<file path="src/rtl/hough_uart_pkg.sv">
// Shared definitions for the Hough result record carried over UART.
// The byte order here must match the transmit-side result serializer.
package hough_uart_pkg;

    typedef enum logic [1:0] {
        ST_IDLE    = 2'd0,
        ST_COLLECT = 2'd1,
        ST_CHECK   = 2'd2
    } rx_state_e;

    localparam int RESULT_BYTES = 8;

    localparam logic [1:0] ERR_NONE    = 2'b00;
    localparam logic [1:0] ERR_TIMEOUT = 2'b01;
    localparam logic [1:0] ERR_THETA   = 2'b10;

    // Record layout: rho in bytes 0..3, theta in bytes 4..7, each LSB first.
    localparam int RHO_LSB_BYTE   = 0;
    localparam int THETA_LSB_BYTE = 4;

    function automatic logic [31:0] get_rho(input logic [63:0] rec);
        return rec[RHO_LSB_BYTE*8 +: 32];
    endfunction

    function automatic logic [31:0] get_theta(input logic [63:0] rec);
        return rec[THETA_LSB_BYTE*8 +: 32];
    endfunction

endpackage

</file>
<file path="src/rtl/rx_gap_timer.sv">
// Inter-byte gap timer: counts enabled cycles without a byte and flags expiry
// on the last cycle of the allowed gap.
module rx_gap_timer #(
    parameter int TIMEOUT_CYCLES = 8680
) (
    input  logic clk,
    input  logic reset,
    input  logic clear,
    input  logic enable,
    output logic expired
);
    localparam int CW = (TIMEOUT_CYCLES > 2) ? $clog2(TIMEOUT_CYCLES) : 1;
    localparam logic [CW-1:0] LAST = CW'(TIMEOUT_CYCLES - 1);

    logic [CW-1:0] count_q, count_d;

    // A byte in the expiry cycle wins, so clear masks the expiry.
    assign expired = enable && !clear && (count_q == LAST);

    always_comb begin
        count_d = count_q;
        if (clear || !enable) begin
            count_d = '0;
        end else begin
            count_d = count_q + 1'b1;
        end
    end

    always_ff @(posedge clk) begin
        if (reset) begin
            count_q <= '0;
        end else begin
            count_q <= count_d;
        end
    end

endmodule

</file>
<file path="src/rtl/hough_result_rx.sv">
// Reassembles the 8-byte (rho, theta) Hough result record from a UART byte
// stream, validates theta, and keeps good/discarded packet statistics.
module hough_result_rx
    import hough_uart_pkg::*;
#(
    parameter int CLK_FREQ      = 25000000,
    parameter int BAUD_RATE     = 115200,
    parameter int TIMEOUT_BYTES = 4,
    parameter int THETA_MAX     = 180
) (
    input  logic        clk,
    input  logic        reset,
    input  logic        rx_valid,
    input  logic [7:0]  rx_byte,
    output logic        res_valid,
    output logic [31:0] res_rho,
    output logic [31:0] res_theta,
    output logic        res_error,
    output logic [1:0]  err_code,
    output logic [15:0] pkt_count,
    output logic [15:0] err_count,
    output logic        busy
);
    localparam int TIMEOUT_CYCLES = TIMEOUT_BYTES * 10 * (CLK_FREQ / BAUD_RATE);
    localparam logic [2:0] LAST_IDX = 3'(RESULT_BYTES - 1);

    rx_state_e   state_q, state_d;
    logic [2:0]  byte_idx_q, byte_idx_d;
    logic [63:0] asm_q, asm_d;
    logic        res_valid_q, res_valid_d;
    logic        res_error_q, res_error_d;
    logic [1:0]  err_code_q, err_code_d;
    logic [31:0] rho_q, rho_d;
    logic [31:0] theta_q, theta_d;
    logic [15:0] pkt_count_q, pkt_count_d;
    logic [15:0] err_count_q, err_count_d;

    logic        gap_expired;
    logic [31:0] theta_rx;
    logic        theta_ok;

    rx_gap_timer #(
        .TIMEOUT_CYCLES(TIMEOUT_CYCLES)
    ) u_gap_timer (
        .clk    (clk),
        .reset  (reset),
        .clear  (rx_valid),
        .enable (state_q == ST_COLLECT),
        .expired(gap_expired)
    );

    // Theta is signed: any negative value is out of range.
    assign theta_rx = get_theta(asm_q);
    assign theta_ok = !theta_rx[31] && (theta_rx < 32'(THETA_MAX));

    always_comb begin
        state_d     = state_q;
        byte_idx_d  = byte_idx_q;
        asm_d       = asm_q;
        res_valid_d = 1'b0;
        res_error_d = 1'b0;
        err_code_d  = err_code_q;
        rho_d       = rho_q;
        theta_d     = theta_q;
        pkt_count_d = pkt_count_q;
        err_count_d = err_count_q;

        case (state_q)
            ST_IDLE: begin
                if (rx_valid) begin
                    asm_d[7:0] = rx_byte;
                    byte_idx_d = 3'd1;
                    state_d    = ST_COLLECT;
                end
            end
            ST_COLLECT: begin
                if (rx_valid) begin
                    asm_d[{byte_idx_q, 3'b000} +: 8] = rx_byte;
                    byte_idx_d = byte_idx_q + 3'd1;
                    if (byte_idx_q == LAST_IDX) begin
                        byte_idx_d = 3'd0;
                        state_d    = ST_CHECK;
                    end
                end else if (gap_expired) begin
                    res_error_d = 1'b1;
                    err_code_d  = ERR_TIMEOUT;
                    if (err_count_q != 16'hFFFF) err_count_d = err_count_q + 16'd1;
                    byte_idx_d  = 3'd0;
                    state_d     = ST_IDLE;
                end
            end
            ST_CHECK: begin
                if (theta_ok) begin
                    rho_d       = get_rho(asm_q);
                    theta_d     = theta_rx;
                    res_valid_d = 1'b1;
                    if (pkt_count_q != 16'hFFFF) pkt_count_d = pkt_count_q + 16'd1;
                end else begin
                    res_error_d = 1'b1;
                    err_code_d  = ERR_THETA;
                    if (err_count_q != 16'hFFFF) err_count_d = err_count_q + 16'd1;
                end
                // A byte landing during the check starts the next record.
                if (rx_valid) begin
                    asm_d[7:0] = rx_byte;
                    byte_idx_d = 3'd1;
                    state_d    = ST_COLLECT;
                end else begin
                    byte_idx_d = 3'd0;
                    state_d    = ST_IDLE;
                end
            end
            default: begin
                byte_idx_d = 3'd0;
                state_d    = ST_IDLE;
            end
        endcase
    end

    always_ff @(posedge clk) begin
        if (reset) begin
            state_q     <= ST_IDLE;
            byte_idx_q  <= 3'd0;
            asm_q       <= '0;
            res_valid_q <= 1'b0;
            res_error_q <= 1'b0;
            err_code_q  <= ERR_NONE;
            rho_q       <= '0;
            theta_q     <= '0;
            pkt_count_q <= '0;
            err_count_q <= '0;
        end else begin
            state_q     <= state_d;
            byte_idx_q  <= byte_idx_d;
            asm_q       <= asm_d;
            res_valid_q <= res_valid_d;
            res_error_q <= res_error_d;
            err_code_q  <= err_code_d;
            rho_q       <= rho_d;
            theta_q     <= theta_d;
            pkt_count_q <= pkt_count_d;
            err_count_q <= err_count_d;
        end
    end

    assign res_valid = res_valid_q;
    assign res_error = res_error_q;
    assign err_code  = err_code_q;
    assign res_rho   = rho_q;
    assign res_theta = theta_q;
    assign pkt_count = pkt_count_q;
    assign err_count = err_count_q;
    assign busy      = (state_q != ST_IDLE);

endmodule

</file>
<file path="config.mk">
export PLATFORM = sky130hd
export DESIGN_NAME = hough_result_rx
export DESIGN_NICKNAME = d
export VERILOG_FILES = /design/src/rtl/hough_uart_pkg.sv /design/src/rtl/rx_gap_timer.sv /design/src/rtl/hough_result_rx.sv
export SDC_FILE = /design/constraint.sdc
export NUM_CORES = 1
export LEC_CHECK = 0
export BUFFER_PORTS_ARGS = -buffer_cell sky130_fd_sc_hd__buf_2
export CAP_MARGIN = 40
export CORE_UTILIZATION = 45
export DETAILED_ROUTE_END_ITERATION = 8
export GPL_TIMING_DRIVEN = 0
export HOLD_SLACK_MARGIN = 0.1
export PLACE_DENSITY = 0.65
export SKIP_LAST_GASP = 1
export SLEW_MARGIN = 20
export SYNTH_ARGS = -nofsm -noshare
export SYNTH_HDL_FRONTEND = slang
export SYNTH_HIERARCHICAL = 1
export SYNTH_SLANG_ARGS = --single-unit
</file>
<file path="constraint.sdc">
create_clock -name clk -period 3.4 [get_ports clk]
set_clock_uncertainty 0.05 [all_clocks]
set_input_delay 0.34 -clock clk [delete_from_list [all_inputs] [get_ports clk]]
set_output_delay 0.34 -clock clk [all_outputs]
set_load 0.03 [all_outputs]
</file>
==> run summary <==
outcome = completed
kind of critical path = reg -> reg
CTS H-tree lvls = 4
Overflow after GRT = 0
first-pass GRT wire length = 29370 um
Vias/cell = 5.284
final hold vios = 0
number of synthesized flops with an enable pin = 0
Starting Density = 46.69%
met2 Resource Use GR = 34.20%
Total GRT Usage = 22.04%
IO Pins = 112
die width = 131.1 um
vias in the first global route = 5870
Detailed Route Iter0 Violations = 371
Final Slew Violations = 0
Hold EP = asm_q[31]
Final Wtd Congestion = 0.8136
Filler cells = 1509
CP Data Arrival Time = 3440 ps
Power Dens Cells = 474.8 nW/um^2
Layout Nets = 1007
total negative slack = 0 ps
met1 GRT Util = 30.65%
register area share after synthesis = 48.87%
Post-Syn Area per Cell = 8.810 sq um
hpwl dp = 12650 um
WL/cell = 14.81 um
CTS Buf Count = 17
max frequency = 0.3150 GHz
footprint of the multi-input gates = 3598 sq um
cell row count = 46
RSZ-0062 raised after global routing = no
FF+latch area = 3664 sq um
Distinct cells, synth = 49
Post-Syn Area = 7497 sq um
syn nets = 875
Synth-to-Final Area Change = 18.93%
Synth area leaders = dfxtp_1, a21oi_1, nand2_1, mux2i_1, nand3_1
max_slew headroom = 46.41%
reg-to-reg slack, setup = 220 ps
Post-Syn Instances = 851
Yosys warnings = 6
Slew @ Worst Pin = 797.8 ps
largest net degree at the start of global routing = 19
routed vias = 6399
Place WS = 46.45 ps
Max IR drop VDD = 0.3576 mV
Pre-antenna DRT Iters = 5
type of the worst min-delay path = in -> reg
Final Core Density = 55.52%
Reg2Reg Depth = 10
fraction of registers with async set/reset = 0%
Pwr Total = 4.234 mW
HP Start = rx_byte[7]
CTS max path bufs = 2
Tmin final = 3175 ps
cts hold-fix bufs = 0
initial antenna violation count = 0
layout cells sized above 1 = 18.49%
final period utilization = 93.38%
crit end category = register
CTS tree = built
worst r2r src = u_gap_timer/count_q[0]
Die H = 131.1 um
clk slew on worst S/H paths = 70 ps
LEAKAGE = 3.446 nW
endpoints failing setup = 0
Residual DRC = 0
# clock sinks = 183
reg-to-reg critical path endpoint = err_count[5]
slack of the critical path = 225.0 ps
clk_lat worst skew = 430 ps
post-synth top area share = 48.87%
remaining antenna violation count = 0
Core Area = 16060 sq um
finished layout cell area = 8916 sq um
gr busiest metal = met2
post-CTS setup buffer count = 0
dominant synthesized flop cell = dfxtp_1
antenna cells = 0
synthesized flop and latch total = 183
port buffer count = 111
M3 GR Usage = 4.180%
crit-path max FO = 7
DIE AREA = 17180 sq um
CTS root buf = clkbuf_16
Req. time, crit path = 3670 ps
max_cap viols = 0
DP Area = 8328 sq um
startpoint types = register
Total Wirelength = 17940 um
Worst Hold Depth = 3
area leader, netlist = dfxtp_1
-- cells in the final DEF (no fill, tap or decap), types with 11 or more instances in the layout --
master and instances:
dfxtp_1 183, buf_2 121, nand2_1 109, a21oi_1 107
nor2_1 59, nand3_1 58, clkbuf_1 40, mux2i_1 35
and2_1 28, nand2b_1 22, and3_1 18, o31ai_1 17
or4_1 17, clkbuf_16 17, or3_1 13, ha_1 13
nor3_1 12, nand4_1 11, nor2b_1 11
-- worst max-delay path, stage by stage (launching register included) --
cell and delay, ps:
dfxtp_1 390, ha_1 260, nand4_2 200, or4_1 500, nor4_4 200, nand3b_1 190
and2_1 180, clkbuf_1 170, or3_1 380, nor3_1 190, mux2_2 360
-- Yosys cell counts (17+ instances only) --
cell and instances:
nor2_1 59, clkbuf_1 40, o31ai_1 17, nand3_1 58, nand2_1 109, nand2b_1 22, mux2i_1 35, or4_1 17
dfxtp_1 183, and2_1 28, and3_1 18, a21oi_1 107
-- cell type report --
cell class	count	share of cell area (%)
Multi-Input combinational cell	607	40.36
Timing Repair Buffer	113	6.371
Inverter	10	0.4210
Buffer	51	2.442
Clock buffer	17	4.771
Sequential cell	183	41.09
Clock inverter	14	1.516
Tap cell	216	3.031
-- power by group --
group	internal, mW	switching, mW	total, mW
Sequential	2.16	0.0105	2.17
Combinational	0.0584	0.134	0.192
Clock	0.966	0.909	1.88
-- flip-flops by register name (all words and copies together) (netlist names) --
signal / flops
pkt_count: 16
err_code: 2
res_theta: 32
res_error: 1
res_rho: 32
err_count: 16
byte_idx_q: 3
res_valid: 1
asm_q: 64
state_q: 2
u_gap_timer/count_q: 14
-- cell families after synthesis --
| group | synth area share [%] |
|---|---|
| simple gates | 28.09 |
| fa+ha+maj | 2.170 |
| flops | 48.87 |
| buf+inv | 3.404 |
| xor+xnor | 0.4674 |
| mux | 6.175 |
| compound gates | 10.83 |
-- stage by stage --
stage          instances  hold slack, ps
6_report            1211           213.8
5_1_grt             1211           213.8
4_1_cts             1210           195.5
3_5_place_dp        1179           388.1
3_3_place_gp        1178           386.5
2_1_floorplan        851           385.7
-- routing by layer --
metal  part of all wire (%)  vias up
li1                       -     3243
met1                     49     3002
met2                     46      138
met3                    4.3       16
met4                    1.4        0
met5                      0        -
-- how the worst max path moves through the flow --
stage,start,to,slack (ps),cells past startpoint
finish,u_gap_timer/count_q[0],err_count[5],220,10
global route,u_gap_timer/count_q[0],err_count[5],8,10
CTS,u_gap_timer/count_q[0],err_count[15],20,9
detailed placement,u_gap_timer/count_q[0],err_count[15],50,9
global placement,u_gap_timer/count_q[0],err_count[15],130,9
floorplan,u_gap_timer/count_q[0],err_count[5],550,10
-- repair_timing --
item	CTS	global route
resized for setup	0	3
setup endpoints to repair	0	14
endpoints found under the hold margin	0	0
(Power assumes the default switching activity.)
